--- config.mk ---
export PLATFORM = sky130hd
export DESIGN_NAME = bin2bcd_seq
export DESIGN_NICKNAME = d
export VERILOG_FILES = /design/src/rtl/bcd_pkg.sv /design/src/rtl/bcd_add3.sv /design/src/rtl/bin2bcd_seq.sv
export SDC_FILE = /design/constraint.sdc
export NUM_CORES = 1
export LEC_CHECK = 0
export ABC_AREA = 1
export CAP_MARGIN = 20
export CORE_UTILIZATION = 35
export DETAILED_ROUTE_END_ITERATION = 6
export PLACE_DENSITY = 0.53
export SETUP_SLACK_MARGIN = 0.1
export SYNTH_ARGS = -nofsm -noshare
export SYNTH_HDL_FRONTEND = slang
export SYNTH_SLANG_ARGS = --single-unit
--- constraint.sdc ---
create_clock -name CLK -period 1.7 [get_ports CLK]
set_clock_uncertainty 0.2 [all_clocks]
set_input_delay 0.34 -clock CLK [delete_from_list [all_inputs] [get_ports CLK]]
set_output_delay 0.34 -clock CLK [all_outputs]
set_load 0.05 [all_outputs]
--- src/rtl/bcd_pkg.sv ---
// bcd_pkg: shared types and helpers for the
// sequential binary-to-BCD converter.
package bcd_pkg;

  typedef enum logic [1:0] {
    IDLE,
    SHIFT,
    DONE
  } bcd_state_t;

  localparam int BCD_DIGITS = 4;
  localparam int BCD_MAX    = 9999;

  // Bit i set when digit i is a leading zero.
  // The units digit is never blanked.
  function automatic logic [3:0] lz_mask_f(
    input logic [3:0] th,
    input logic [3:0] hu,
    input logic [3:0] te
  );
    logic z3;
    logic z2;
    logic z1;
    z3 = (th == 4'd0);
    z2 = z3 && (hu == 4'd0);
    z1 = z2 && (te == 4'd0);
    return {z3, z2, z1, 1'b0};
  endfunction

endpackage

--- src/rtl/bcd_add3.sv ---
// bcd_add3: per-nibble correction used by the
// shift-and-add-3 converter.
module bcd_add3 (
  input  logic [3:0] nib_i,
  output logic [3:0] nib_o
);

  always_comb begin
    nib_o = nib_i;
    if (nib_i >= 4'd5) begin
      nib_o = nib_i + 4'd3;
    end
  end

endmodule

--- src/rtl/bin2bcd_seq.sv ---
// bin2bcd_seq: one bit per clock binary to BCD,
// double-buffered digits, saturation, lz mask.
module bin2bcd_seq
  import bcd_pkg::*;
#(
  parameter int WIDTH     = 14,
  parameter int MAX_VALUE = BCD_MAX
) (
  input  logic             CLK,
  input  logic             RESET,
  input  logic             start,
  input  logic [WIDTH-1:0] value,
  output logic             busy,
  output logic             done,
  output logic [3:0]       units,
  output logic [3:0]       tens,
  output logic [3:0]       hundreds,
  output logic [3:0]       thousands,
  output logic             overflow,
  output logic [3:0]       lz_mask
);

  localparam int CW = $clog2(WIDTH + 1);
  localparam logic [CW-1:0] LAST =
    CW'(WIDTH - 1);
  localparam logic [31:0] MAX_W =
    32'(MAX_VALUE);
  localparam logic [WIDTH-1:0] MAX_N =
    MAX_W[WIDTH-1:0];

  bcd_state_t       state_q, state_d;
  logic [WIDTH-1:0] bin_q, bin_d;
  logic [15:0]      bcd_q, bcd_d;
  logic [CW-1:0]    cnt_q, cnt_d;
  logic             pend_q, pend_d;
  logic [15:0]      dig_q, dig_d;
  logic             ovf_q, ovf_d;
  logic [3:0]       lz_q, lz_d;
  logic             done_q, done_d;

  logic [15:0]      cor;
  logic             sat;

  for (genvar i = 0; i < BCD_DIGITS; i++)
  begin : g_add3
    bcd_add3 u_add3 (
      .nib_i (bcd_q[4*i +: 4]),
      .nib_o (cor[4*i +: 4])
    );
  end

  assign sat = 32'(value) > MAX_W;

  always_comb begin
    state_d = state_q;
    bin_d   = bin_q;
    bcd_d   = bcd_q;
    cnt_d   = cnt_q;
    pend_d  = pend_q;
    dig_d   = dig_q;
    ovf_d   = ovf_q;
    lz_d    = lz_q;
    done_d  = 1'b0;
    unique case (1'b1)
      (state_q == IDLE): begin
        if (start) begin
          bin_d   = sat ? MAX_N : value;
          bcd_d   = '0;
          cnt_d   = '0;
          pend_d  = sat;
          state_d = SHIFT;
        end
      end
      (state_q == SHIFT): begin
        // MSB of the corrected thousands nibble
        // falls off; it is zero for legal inputs.
        {bcd_d, bin_d} = {cor, bin_q} << 1;
        cnt_d = cnt_q + 1'b1;
        if (cnt_q == LAST) begin
          state_d = DONE;
        end
      end
      (state_q == DONE): begin
        dig_d   = bcd_q;
        ovf_d   = pend_q;
        lz_d    = lz_mask_f(bcd_q[15:12],
                            bcd_q[11:8],
                            bcd_q[7:4]);
        done_d  = 1'b1;
        state_d = IDLE;
      end
      default: begin
        state_d = IDLE;
      end
    endcase
  end

  always_ff @(posedge CLK or negedge RESET) begin
    if (!RESET) begin
      state_q <= IDLE;
      bin_q   <= '0;
      bcd_q   <= '0;
      cnt_q   <= '0;
      pend_q  <= 1'b0;
      dig_q   <= '0;
      ovf_q   <= 1'b0;
      lz_q    <= 4'b1110;
      done_q  <= 1'b0;
    end else begin
      state_q <= state_d;
      bin_q   <= bin_d;
      bcd_q   <= bcd_d;
      cnt_q   <= cnt_d;
      pend_q  <= pend_d;
      dig_q   <= dig_d;
      ovf_q   <= ovf_d;
      lz_q    <= lz_d;
      done_q  <= done_d;
    end
  end

  assign busy      = (state_q != IDLE);
  assign done      = done_q;
  assign units     = dig_q[3:0];
  assign tens      = dig_q[7:4];
  assign hundreds  = dig_q[11:8];
  assign thousands = dig_q[15:12];
  assign overflow  = ovf_q;
  assign lz_mask   = lz_q;

endmodule

==> key figures <==
Run status
  – Status: completed

Timing
  – TNS Setup: 0 ns
  – Unrepaired setup endpoints after global routing: yes
  – Final setup fails: 0
  – Fin crit share: ~90%
  – Fmax: ~640 MHz
  – Worst Setup Slack, final: ~0.13 ns
  – Fin crit period: around 1.6 ns
  – Final Hold Vio Count: 0
  – Fin. max-slew vios: 0

GRT
  – Initial antenna violation count: 0
  – Pin count of the biggest net entering global routing: 27
  – First-pass GRT wire length: approximately 10000 um
  – GR Util All Layers: approximately 16%
  – GRT Residual Overflow: 0
  – Vias in the first global route: around 2300

Power and ir drop
  – Tot Pwr: about 8.1 mW
  – Worst vdd ir: about 1.1 mV
  – PD cells: approximately 2000 nW/um^2
  – Pleak: 1.96 nW

Synthesis
  – Area leader, netlist: dfrtp_1
  – Top post-synthesis cells by area: dfrtp_1 49%, nand2_1 13%, o21ai_0 5.7%
  – Synth Net Count: approximately 360
  – Synth top area share: between 40% and 50%
  – Library cells used by synthesis: 29
  – Synth Cell Area: about 2800 um^2
  – Seq/Total Area, Yosys: ~52%
  – Synth warn: 0
  – Synthesized area per cell: 8.38 um^2
  – #FFs+latches synth: between 50 and 60
  – Post-synthesis cell count: roughly 340

Die
  – Core area: roughly 7700 um^2
  – Full die area: roughly 8400 um^2
  – Die H: between 90 and 100 um
  – FP Rows: 32
  – IO Pins: 40
  – Initial core utilization: a little over a third
  – DIE WIDTH: ~92 um

Placement
  – Dpl ws: -0.201 ns
  – Port-buffer cells: 38
  – Placer Congestion: around 0.8
  – HPWL after DPL: about 4300 um

Routing
  – DR WL/cell: 12.0 um
  – Vias: 2383
  – Routed vias/inst: 4.66
  – WL final: roughly 6000 um
  – DRT antenna net count: 0
  – Initial DRC Count: around 130
  – DRT Pass-1 Iters: 4
  – Drt drc: 0

Setup path
  – Required time of the critical path: 1.16 ns
  – Slowest stage cell, crit path: dfstp_2
  – Worst endpoint data arrival time: about 1 ns
  – Startpoint Class: register
  – Crit-path max cell delay: about 0.56 ns
  – CP top delay family: flip-flops
  – R2R setup slack: 0.19 ns
  – Crit Path Max Fanout: 2
  – Crit Path Class: register to output port
  – Crit path capture type: output port
  – Worst path cell trace: buf_12
  – Crit path buf inv count: 1

CTS
  – CTS tree: built
  – # H-tree levels: 3
  – Worst-path clk slew: roughly 0.070 ns
  – TritonCTS buffer count: 9
  – Clock sink count: 58
  – Maximum clock insertion buffer count: 2
  – Root Driver: clkbuf_8
  – Skew-Pair Late Insertion Delay: roughly 0.34 ns

Layout
  – Layout fillers: between 600 and 700
  – Nets: ~430
  – Diode count: 0
  – Layout cell share with drive strength beyond 1: ~22%
  – Area Overhead vs Synth: 42.9%

Worst hold path
  – Hold Crit Class: primary input to async pin

Job
  – Max-Cap Viols: 0
## what timing repair did
item | CTS | global route
resized for setup | 2 | 19
hold endpoints to repair | 13 | 0
hold buffers | 1 | 0
setup buffers | 3 | 5
gates cloned | 0 | 0
endpoints found under the setup margin | 4 | 22
pin swaps | 0 | 2
## placed cells by master, fill, tap and decap left out, types with 2 or more instances in the layout
cell type / synthesis / routed
dfstp_2: 3 / 3
bufinv_16: 0 / 3
inv_1: 30 / 24
o22ai_1: 5 / 5
clkbuf_8: 0 / 11
o211ai_1: 2 / 2
nand2_1: 98 / 95
ha_1: 12 / 10
o21ai_0: 32 / 28
inv_2: 3 / 9
nor2_1: 36 / 35
o21ai_1: 3 / 6
nand2_2: 1 / 4
a22oi_1: 4 / 4
dfrtp_1: 55 / 55
buf_12: 0 / 24
clkdlybuf4s50_1: 0 / 15
buf_4: 4 / 27
nand3_1: 22 / 21
a21oi_1: 8 / 8
## path summary, 6_finish.rpt
| path | cells after the start | from | to |
|---|---|---|---|
| max | 1 | lz_mask[3] | lz_mask[3] |
| min | 2 | RESET | dig_q[15] |
| max reg2reg | 6 | state_q[1] | pend_q |
| min reg2reg | 2 | bin_q[9] | bin_q[9] |
| max in group asynchronous | 3 | RESET | cnt_q[1] |
| min in group CLK | 2 | bin_q[9] | bin_q[9] |
## per-stage QoR
stage | std cells | area (um^2) | utilization (%) | hold slack (ns)
floorplan | 335 | 2810 | - | -0.156
detailed placement | 486 | 3640 | 47.1 | 0.120
global route | 511 | 4010 | 51.9 | 0.301
global placement | 486 | 3640 | 47.1 | 0.121
CTS | 506 | 3930 | 50.8 | 0.289
finish | 511 | 4010 | 51.9 | 0.277
## sequential cells by signal, indices dropped and copies added, names as in the netlist
register and count:
bin_q 14, lz_mask 3, cnt_q 4, dig_q 16, bcd_q 16, overflow 1
pend_q 1, done 1, state_q 2
## layer usage
layer	global-route usage [%]	vias up	routed length [um]
met3	4.19	10	234
met4	6.75	0	98
li1	-	1212	-
met2	25.8	50	2790
met5	0	-	0
met1	20.4	1111	3010
## where the power goes
part           internal (mW)  leakage [nW]  switching, mW
combinational           1.76          1.16           2.29
sequential              2.00         0.685          0.480
clock                   1.05         0.123          0.558
## cells in the mapped netlist
master	n
buf_4	4
o22ai_1	5
o21ai_1	3
nand2_4	2
dfstp_2	3
clkbuf_2	1
nand4_1	1
nand2_2	1
o2111ai_1	1
conb_1	1
nand2_1	98
o21ai_0	32
nor2_1	36
ha_1	12
buf_2	3
o31ai_1	1
inv_4	1
clkinv_1	1
dfrtp_1	55
nand3_4	1
nand3_1	22
a22oi_1	4
buf_6	2
inv_2	3
xor2_1	1
inv_1	30
a21oi_1	8
o211ai_1	2
a22o_1	1
## cell type report
cell class | instances | area (um^2) | share of cell area (%)
inverter | 35 | 134 | 3.34
tap | 102 | 128 | 3.18
clock inverter | 4 | 97.6 | 2.43
clock buffer | 12 | 155 | 3.87
multi-input combinational | 232 | 1190 | 29.7
timing repair buffer | 68 | 848 | 21.2
sequential | 58 | 1460 | 36.3
## logic make-up after synthesis
| group | Yosys count | synth area share, % |
|---|---|---|
| flip-flops | 58 | 51.9 |
| AND/OR/NAND/NOR | 161 | 23.7 |
| other | 1 | 0.134 |
| adder cells (fa/ha/maj) | 12 | 5.35 |
| XOR/XNOR | 1 | 0.312 |
| AO/OA/AOI/OAI | 57 | 11.3 |
| buffers and inverters | 45 | 7.36 |
(Power assumes the default switching activity.)
